===== src/rtl/jtag_dp_responder.sv =====
// Target-side JTAG-DP responder: oversampled TAP with IDCODE/BYPASS/DPACC/APACC.
// Optional ABORT DR (IR 4'b1000) is compiled in when JTAG_DP_ABORT_EN is defined.
module jtag_dp_responder #(
  parameter logic [31:0] IDCODE_VAL  = 32'h4BA00477,
  parameter int          SYNC_STAGES = 2
) (
  input  logic        clk,
  input  logic        rst,
  input  logic        tck,
  input  logic        tms,
  input  logic        tdi,
  output logic        tdo,
  output logic        req,
  output logic        rnw,
  output logic        apndp,
  output logic [1:0]  addr32,
  output logic [31:0] dwrite,
  input  logic        done,
  input  logic        fault,
  input  logic [31:0] dread,
  output logic        busy
);

  typedef enum logic [3:0] {
    TLR, RTI, SEL_DR, CAP_DR, SHIFT_DR, EXIT1_DR, PAUSE_DR, EXIT2_DR, UPD_DR,
    SEL_IR, CAP_IR, SHIFT_IR, EXIT1_IR, PAUSE_IR, EXIT2_IR, UPD_IR
  } tap_state_e;

  typedef enum logic [1:0] {DR_BYPASS, DR_IDCODE, DR_ACC, DR_ABORT} dr_sel_e;

  localparam logic [3:0]  IR_DPACC   = 4'b1010;
  localparam logic [3:0]  IR_APACC   = 4'b1011;
  localparam logic [3:0]  IR_IDCODE  = 4'b1110;
  localparam logic [34:0] RESULT_RST = {32'h0, 3'b010};
  localparam logic [34:0] ACK_WAIT   = {32'h0, 3'b001};
`ifdef JTAG_DP_ABORT_EN
  localparam logic [3:0]  IR_ABORT   = 4'b1000;
`endif

  logic [SYNC_STAGES-1:0] tck_sync, tms_sync, tdi_sync;
  logic tck_prev, tck_s, tms_s, tdi_s, rise, fall;

  tap_state_e  state;
  dr_sel_e     dr_sel;
  logic [3:0]  ir, ir_sr;
  logic [34:0] dr_sr, result;
  logic        sticky_fault;
  logic        unused_sticky_fault;

  assign tck_s = tck_sync[SYNC_STAGES-1];
  assign tms_s = tms_sync[SYNC_STAGES-1];
  assign tdi_s = tdi_sync[SYNC_STAGES-1];
  assign rise  = tck_s & ~tck_prev;
  assign fall  = ~tck_s & tck_prev;

  // Fault is kept for a future CTRL/STAT view; it never alters the ack.
  assign unused_sticky_fault = sticky_fault;

  function automatic tap_state_e tap_next(input tap_state_e s, input logic m);
    case (s)
      TLR:      return m ? TLR      : RTI;
      RTI:      return m ? SEL_DR   : RTI;
      SEL_DR:   return m ? SEL_IR   : CAP_DR;
      CAP_DR:   return m ? EXIT1_DR : SHIFT_DR;
      SHIFT_DR: return m ? EXIT1_DR : SHIFT_DR;
      EXIT1_DR: return m ? UPD_DR   : PAUSE_DR;
      PAUSE_DR: return m ? EXIT2_DR : PAUSE_DR;
      EXIT2_DR: return m ? UPD_DR   : SHIFT_DR;
      UPD_DR:   return m ? SEL_DR   : RTI;
      SEL_IR:   return m ? TLR      : CAP_IR;
      CAP_IR:   return m ? EXIT1_IR : SHIFT_IR;
      SHIFT_IR: return m ? EXIT1_IR : SHIFT_IR;
      EXIT1_IR: return m ? UPD_IR   : PAUSE_IR;
      PAUSE_IR: return m ? EXIT2_IR : PAUSE_IR;
      EXIT2_IR: return m ? UPD_IR   : SHIFT_IR;
      UPD_IR:   return m ? SEL_DR   : RTI;
      default:  return TLR;
    endcase
  endfunction

  // NOTE: every variable assigned in always_comb gets a default first so no latch is inferred.
  always_comb begin
    dr_sel = DR_BYPASS;
    case (ir)
      IR_DPACC, IR_APACC: dr_sel = DR_ACC;
      IR_IDCODE:          dr_sel = DR_IDCODE;
`ifdef JTAG_DP_ABORT_EN
      IR_ABORT:           dr_sel = DR_ABORT;
`endif
      default:            dr_sel = DR_BYPASS;
    endcase
  end

  // NOTE: sequential state uses non-blocking assignments so all flops update from pre-edge values.
  always_ff @(posedge clk) begin
    if (!rst) begin
      tck_sync <= '0;
      tms_sync <= '0;
      tdi_sync <= '0;
      tck_prev <= 1'b0;
    end else begin
      tck_sync <= {tck_sync[SYNC_STAGES-2:0], tck};
      tms_sync <= {tms_sync[SYNC_STAGES-2:0], tms};
      tdi_sync <= {tdi_sync[SYNC_STAGES-2:0], tdi};
      tck_prev <= tck_s;
    end
  end

  // NOTE: the shift registers are plain flops, so they are reset along with the rest of the state.
  always_ff @(posedge clk) begin
    if (!rst) begin
      state        <= TLR;
      ir           <= IR_IDCODE;
      ir_sr        <= '0;
      dr_sr        <= '0;
      tdo          <= 1'b1;
      req          <= 1'b0;
      busy         <= 1'b0;
      rnw          <= 1'b0;
      apndp        <= 1'b0;
      addr32       <= '0;
      dwrite       <= '0;
      result       <= RESULT_RST;
      sticky_fault <= 1'b0;
    end else begin
      req <= 1'b0;
      if (done && busy) begin
        result       <= {dread, 3'b010};
        sticky_fault <= sticky_fault | fault;
        busy         <= 1'b0;
      end
      if (rise) begin
        state <= tap_next(state, tms_s);
        case (state)
          CAP_IR:   ir_sr <= 4'b0001;
          SHIFT_IR: ir_sr <= {tdi_s, ir_sr[3:1]};
          UPD_IR:   ir    <= ir_sr;
          CAP_DR: begin
            case (dr_sel)
              DR_IDCODE: dr_sr <= {3'b000, IDCODE_VAL};
              DR_ACC:    dr_sr <= busy ? ACK_WAIT : result;
              default:   dr_sr <= '0;
            endcase
          end
          SHIFT_DR: begin
            // Each instruction has its own length; tdi enters at that length's MSB.
            case (dr_sel)
              DR_IDCODE: dr_sr[31:0] <= {tdi_s, dr_sr[31:1]};
              DR_BYPASS: dr_sr[0]    <= tdi_s;
              default:   dr_sr       <= {tdi_s, dr_sr[34:1]};
            endcase
          end
          UPD_DR: begin
            case (dr_sel)
              DR_ACC: begin
                // A done on this same clk frees the slot, so the new scan is accepted.
                if (!busy || done) begin
                  rnw    <= dr_sr[0];
                  addr32 <= dr_sr[2:1];
                  dwrite <= dr_sr[34:3];
                  apndp  <= (ir == IR_APACC);
                  req    <= 1'b1;
                  busy   <= 1'b1;
                end
              end
`ifdef JTAG_DP_ABORT_EN
              DR_ABORT: begin
                if (dr_sr[3]) begin
                  busy   <= 1'b0;
                  result <= RESULT_RST;
                end
              end
`endif
              default: ;
            endcase
          end
          default: ;
        endcase
        if (tap_next(state, tms_s) == TLR) ir <= IR_IDCODE;
      end else if (fall) begin
        if (state == SHIFT_DR)      tdo <= dr_sr[0];
        else if (state == SHIFT_IR) tdo <= ir_sr[0];
        else                        tdo <= 1'b1;
      end
    end
  end

endmodule


===== config.mk =====
export PLATFORM = sky130hd
export DESIGN_NAME = jtag_dp_responder
export DESIGN_NICKNAME = d
export VERILOG_FILES = /design/src/rtl/jtag_dp_responder.sv
export SDC_FILE = /design/constraint.sdc
export NUM_CORES = 1
export LEC_CHECK = 0
export CAP_MARGIN = 20
export CELL_PAD_IN_SITES_DETAIL_PLACEMENT = 2
export CELL_PAD_IN_SITES_GLOBAL_PLACEMENT = 2
export CORE_AREA = 5 5 131 158
export DETAILED_ROUTE_END_ITERATION = 7
export DIE_AREA = 0 0 136 163
export HOLD_SLACK_MARGIN = 0.1
export PLACE_DENSITY = 0.76
export SYNTH_ARGS = -nofsm -noshare
export SYNTH_HDL_FRONTEND = slang
export SYNTH_SLANG_ARGS = --single-unit

===== constraint.sdc =====
create_clock -name clk -period 1.9 [get_ports clk]
set_input_delay 0.38 -clock clk [delete_from_list [all_inputs] [get_ports clk]]
set_output_delay 0.38 -clock clk [all_outputs]
set_load 0.01 [all_outputs]

==> metrics.yaml, run 1 <==
power:
  clock_power_share: 0.555
  p_per_area_mw_per_mm2: 815
  power_switching_share: 0.222
  p_leak_uw: 0.00299
  seq_power_share: 0.408
  p_sw_uw: 1440
  total_power_uw: 6460
  irDropWorstVdd_mv: 0.536
  p_int_uw: 5020
  comb_power_share: 0.037
placed_design:
  place_congestion: 0.798
  hpwl_um: 12400
  port_buffers: 76
  placed_cell_area_mm2: 0.00668
critical_path:
  required_ns: 2.25
  crit_slowest_cell: "dfxtp_2"
  arrival_ns: 2.38
  slowest_delay_ns: 0.35
  worst_path_most_repeated_cell: "nor3b_4"
  path_cells: "nand2_4 -> nor3b_4 -> inv_2 -> ha_4 -> nor3b_4 -> buf_4 -> nand4_1 -> buf_6 -> clkbuf_16 -> nand2_2 -> a21boi_1"
  startpoint_type: "flop"
  crit_fanout: 7
  path_class: "flop to flop"
  end_kind: "flop"
timing:
  rsz0062_at_grt: "yes"
  drv_slew: 0
  fmax_mhz: 492
  skew_ns: 0.0116
  final.period_utilization: 1.07
  fin_ws_ns: -0.131
  post-route-min-period_ns: 2.03
  finalHoldViolations: 0
  finalSetupTns_ns: -4.19
  worst_slew_pin_slew_ns: 0.499
  max-slew-margin-rel: 0.666
  setup_viol: 62
routing:
  drtAntennaViolNets: 0
  viasPerCell: 5.04
  first_pass_iters: 4
  routed_wl_um: 19800
  drt-initial-drc-count: 291
  vias: 5070
  route.detailed.drc: 0
  wl_per_cell_um: 19.7
die:
  io_pins: 78
  chipHeight_um: 163
  fp-row-count: 56
  core-area_mm2: 0.0191
  fp.dieArea_mm2: 0.0222
  die_w_um: 136
  start_util: 0.282
finish:
  drive_gt1_frac: 0.238
  finalNetCount: 774
  num_antenna_cells: 0
  syn_to_final_growth_pct: 46.8
  finalInstanceArea_mm2: 0.00792
  final_util: 0.414
synth:
  synthesis.nets: 671
  syn_avg_cell_area_um2: 8.58
  synth-main-ff-cell: "dfxtp_1"
  ys_seq_area_frac: 0.463
  ys_seq_elements: 125
  async_reset_ff_frac: 0
  synth_area_mm2: 0.00540
  syn_inst: 629
  synth_top_area_cell: "dfxtp_1"
  yosys-top-cells-area: "dfxtp_1, nand2_1, a21boi_0"
  synth_commonest_cells: "nand2_1, dfxtp_1, a21boi_0, nand3_1, clkbuf_1"
  yosysMostFrequentCell: "nand2_1"
  synth_top_area_frac: 0.463
  yosysUniqueCellTypes: 55
  yosysWarningCount: 0
  synth_edf_count: 0
hold_path:
  worstHoldPathType: "input port to flop"
run_status:
  status: "finished, violations left"
  violations: "setup timing"
clocking:
  cts.sinks: 125
  hold_buffers: 0
  cts-htree-levels: 4
  clock-root-buffer: "clkbuf_16"
  path_clk_slew_ns: 0.06
  cts_max_path_buffers: 2
  cts_tree: "yes"
  cts_made_buffers: 17
  clock_latency_ns: 0.43
grt:
  grt_pass1_wl_um: 29800
  grt_use_total: 0.170
  grt_overflow: 0
  antenna_found_initial: 0
  grt_pass1_vias: 5662
  grt_max_degree: 72
run:
  drv_cap: 0
-- cell usage in the layout (no fill, tap or decap), types with 10 or more instances in the layout --
| master | netlist | routed |
|---|---|---|
| clkdlybuf4s50_1 | 0 | 75 |
| buf_4 | 2 | 44 |
| dfxtp_1 | 125 | 120 |
| a21boi_1 | 0 | 11 |
| a21boi_0 | 72 | 38 |
| nor2_1 | 11 | 10 |
| nand2_4 | 0 | 25 |
| o211a_1 | 27 | 27 |
| clkbuf_16 | 0 | 21 |
| a21boi_2 | 0 | 23 |
| nand2_1 | 174 | 143 |
| and2_1 | 11 | 12 |
| a21oi_1 | 13 | 12 |
| nand3_1 | 46 | 46 |
-- metrics by stage --
stage                     worst slack (ns)  hold WS [ns]  instances
after floorplan                     0.0414         0.412        629
after global placement              -0.130         0.415        961
after detailed placement            -0.236         0.425        961
after CTS                           -0.102         0.334       1001
after global routing                -0.227         0.353       1006
final                               -0.131         0.348       1006
-- routing by layer --
metal  track usage  vias to the layer above  routed length, um
met2         0.317                       88              10700
met3        0.0294                       24                501
met5             0                        -                  0
li1              -                     2399                  -
met4        0.0522                        0                341
met1         0.195                     2559               8220
-- layout make-up --
cell class / instances / area, um2
Timing Repair Buffer: 137 / 1420
Inverter: 7 / 26.3
Tap cell: 261 / 327
Sequential cell: 125 / 2510
Fill cell: 2033 / 11200
Clock buffer: 18 / 439
Clock inverter: 14 / 205
Multi-Input combinational cell: 444 / 3000
-- path summary, 6_finish.rpt --
| kind | startpoint | to | slack [ns] | cells past startpoint |
|---|---|---|---|---|
| worst min-delay path | rst | tdo | 0.35 | 2 |
| worst max-delay path | ir[1] | dwrite[26] | -0.13 | 11 |
| worst max register to register | ir[1] | dwrite[26] | -0.13 | 11 |
| worst min register to register | tms_sync[0] | tms_sync[1] | 0.44 | 1 |
-- kinds of logic after synthesis --
family,after synthesis,share of synthesized area
AO/OA/AOI/OAI,158,0.235
XOR/XNOR,2,0.00325
adder cells (fa/ha/maj),3,0.00695
buffers and inverters,60,0.0501
flip-flops,125,0.463
multiplexers,6,0.0114
AND/OR/NAND/NOR,275,0.230
-- registers in the layout (all words and copies together), names as in the netlist --
name	count
tms_sync	2
ir_sr	4
req	1
apndp	1
dr_sr	35
tdi_sync	2
dwrite	32
result	32
ir	4
busy	1
tck_prev	1
addr32	2
tck_sync	2
rnw	1
state	4
tdo	1
-- critical path: cells and delay by family (launching register included) --
kind / cells / cell delay (ns)
AOI/OAI and AO/OA: 1 / 0.15
adders and majority gates: 1 / 0.18
and+or+nand+nor: 5 / 0.64
DFF: 1 / 0.35
buffers and inverters: 4 / 0.62
-- power by group through the flow --
stage                     clock, uW  sequential, uW  combinational [uW]
final                          3580            2640                 240
after global routing           3780            2640                 257
after CTS                      3650            2640                 233
after detailed placement          0            2700                 228
after global placement            0            2690                 221
after floorplan                   0            2690                98.5
-- repair_timing --
action                                  in CTS  in global routing
gates resized for setup                     51                 99
pin swaps                                    5                 49
endpoints found under the setup margin      76                 74
gates cloned                                 2                  4
setup buffers                                6                  3
Note: power is estimated with default switching activity, not from simulation.
==> run 2: changes to the inputs <==
- SKIP_CTS_REPAIR_TIMING: unset -> 1
==> metrics.yaml, run 2 (synthesis results as in run 1) <==
timing:
  max-slew-margin-rel: 0.621
  worst_slew_pin_slew_ns: 0.568
  final.period_utilization: 1.07
  skew_ns: 0.00709
  post-route-min-period_ns: 2.03
  setup_viol: 68
  drv_slew: 0
  finalHoldViolations: 0
  fmax_mhz: 494
  rsz0062_at_grt: "yes"
  fin_ws_ns: -0.126
clocking:
  cts.sinks: 125
  cts_tree: "yes"
  clock_latency_ns: 0.42
  cts_made_buffers: 17
  cts-htree-levels: 4
  cts_max_path_buffers: 2
  clock-root-buffer: "clkbuf_16"
  path_clk_slew_ns: 0.06
grt:
  use_met2: 0.306
  use_met3: 0.0297
  grt_max_degree: 72
  grt_pass1_wl_um: 29000
  gr-max-usage-layer: "met2"
  grt_overflow: 0
  gr-usage-met1: 0.188
  grt_use_total: 0.165
  grt_pass1_vias: 5580
  antenna_found_initial: 0
die:
  chipHeight_um: 163
  io_pins: 78
  start_util: 0.282
  fp.dieArea_mm2: 0.0222
  fp-row-count: 56
  die_w_um: 136
  core-area_mm2: 0.0191
routing:
  route.detailed.drc: 0
  wl_per_cell_um: 21.1
  vias: 5149
  drt-initial-drc-count: 222
  first_pass_iters: 4
  drtAntennaViolNets: 0
  viasPerCell: 5.06
  routed_wl_um: 21500
critical_path:
  r2r_setup_slack_ns: -0.13
  end_kind: "flop"
  required_ns: 2.24
  r2r_end: "addr32[1]"
  crit_fanout: 7
  r2r_cells: 11
  startpoint_type: "flop"
  r2r-start: "ir[1]"
  path_class: "flop to flop"
  arrival_ns: 2.36
hold_path:
  hold_depth: 2
  worstHoldStart: "rst"
  worstHoldPathType: "input port to flop"
  min_to: "tdo"
finish:
  layout_common_cells: "nand2_1, dfxtp_1, clkdlybuf4s50_1, buf_4, a21boi_0"
  final_common_cell: "nand2_1"
  finalNetCount: 786
  syn_to_final_growth_pct: 49.5
  drive_gt1_frac: 0.242
  finalInstanceArea_mm2: 0.00807
  num_antenna_cells: 0
  largest_reg_flops: 35
  reg_top3: "dr_sr: 35 flops, dwrite: 32 flops, result: 32 flops"
  regMostFlops: "dr_sr"
placed_design:
  placed_cell_area_mm2: 0.00668
  place_congestion: 0.798
  port_buffers: 76
  pre_cts_ws_ns: -0.236
  hpwl_um: 12400
power:
  p_per_area_mw_per_mm2: 802
  p_leak_uw: 0.00307
  irDropWorstVdd_mv: 0.568
run_status:
  status: "finished, violations left"
  violations: "setup timing"
run:
  drv_cap: 0
run 2: cell types whose count changed in the layout (fill, tap and decap cells not counted), moves of 4 or more:
cell      change
nand2_4      -19
nand2_1      +16
nand3_1      -16
nand3_2      +15
a21boi_1     +13
a21boi_2     -13
buf_6         +4
run 2: final cells by class:
type,instances,area [um2]
Multi-Input combinational cell,444,2960
Clock buffer,18,439
Sequential cell,125,2510
Clock inverter,14,205
Inverter,7,26.3
Tap cell,261,327
Timing Repair Buffer,149,1610
Fill cell,2020,11100
run 2: how the worst max path moves through the flow:
stage	start	end	slack, ns	cells past startpoint
floorplan	ir[3]	dr_sr[17]	0.04	9
global placement	ir[3]	dr_sr[25]	-0.13	6
detailed placement	ir[3]	dr_sr[25]	-0.24	6
CTS	ir[3]	dr_sr[20]	-0.28	8
global route	ir[1]	addr32[1]	-0.22	11
finish	ir[1]	addr32[1]	-0.13	11
run 2: worst max-delay path, cell delays in order (launching register included):
cell and delay (ns):
dfxtp_2 0.35, nand2_4 0.07, nor3b_4 0.25, inv_2 0.11, ha_4 0.18, nor3b_4 0.15
buf_4 0.15, nand4_1 0.13, buf_12 0.16, buf_8 0.14, nand2_1 0.06, a21boi_0 0.19
run 2: per-layer routing:
layer / vias to the layer above / routed length, um
li1: 2412 / -
met1: 2597 / 8800
met2: 105 / 11400
met3: 35 / 742
met4: 0 / 597
met5: - / 0
run 2: power by group:
group,switching [uW],total (uW),internal [uW]
clock,1330,3590,2260
combinational,113,249,136
sequential,7.58,2640,2630
total,1450,6480,5030
run 2: through the flow:
| stage | power, uW | util | instances | hold WS [ns] | setup TNS [ns] |
|---|---|---|---|---|---|
| floorplan | 2790 | - | 629 | 0.412 | 0 |
| global placement | 2920 | 0.349 | 961 | 0.415 | -2.53 |
| detailed placement | 2920 | 0.349 | 961 | 0.425 | -11.30 |
| CTS | 6510 | 0.383 | 993 | 0.334 | -13.17 |
| global route | 6660 | 0.422 | 1018 | 0.376 | -10.67 |
| finish | 6480 | 0.422 | 1018 | 0.371 | -4.82 |
==> run 3: changes to the inputs <==
- SLEW_MARGIN: unset -> 0
==> results of run 3 <==
Final layout, timing and power as in run 2 (identical DEF).
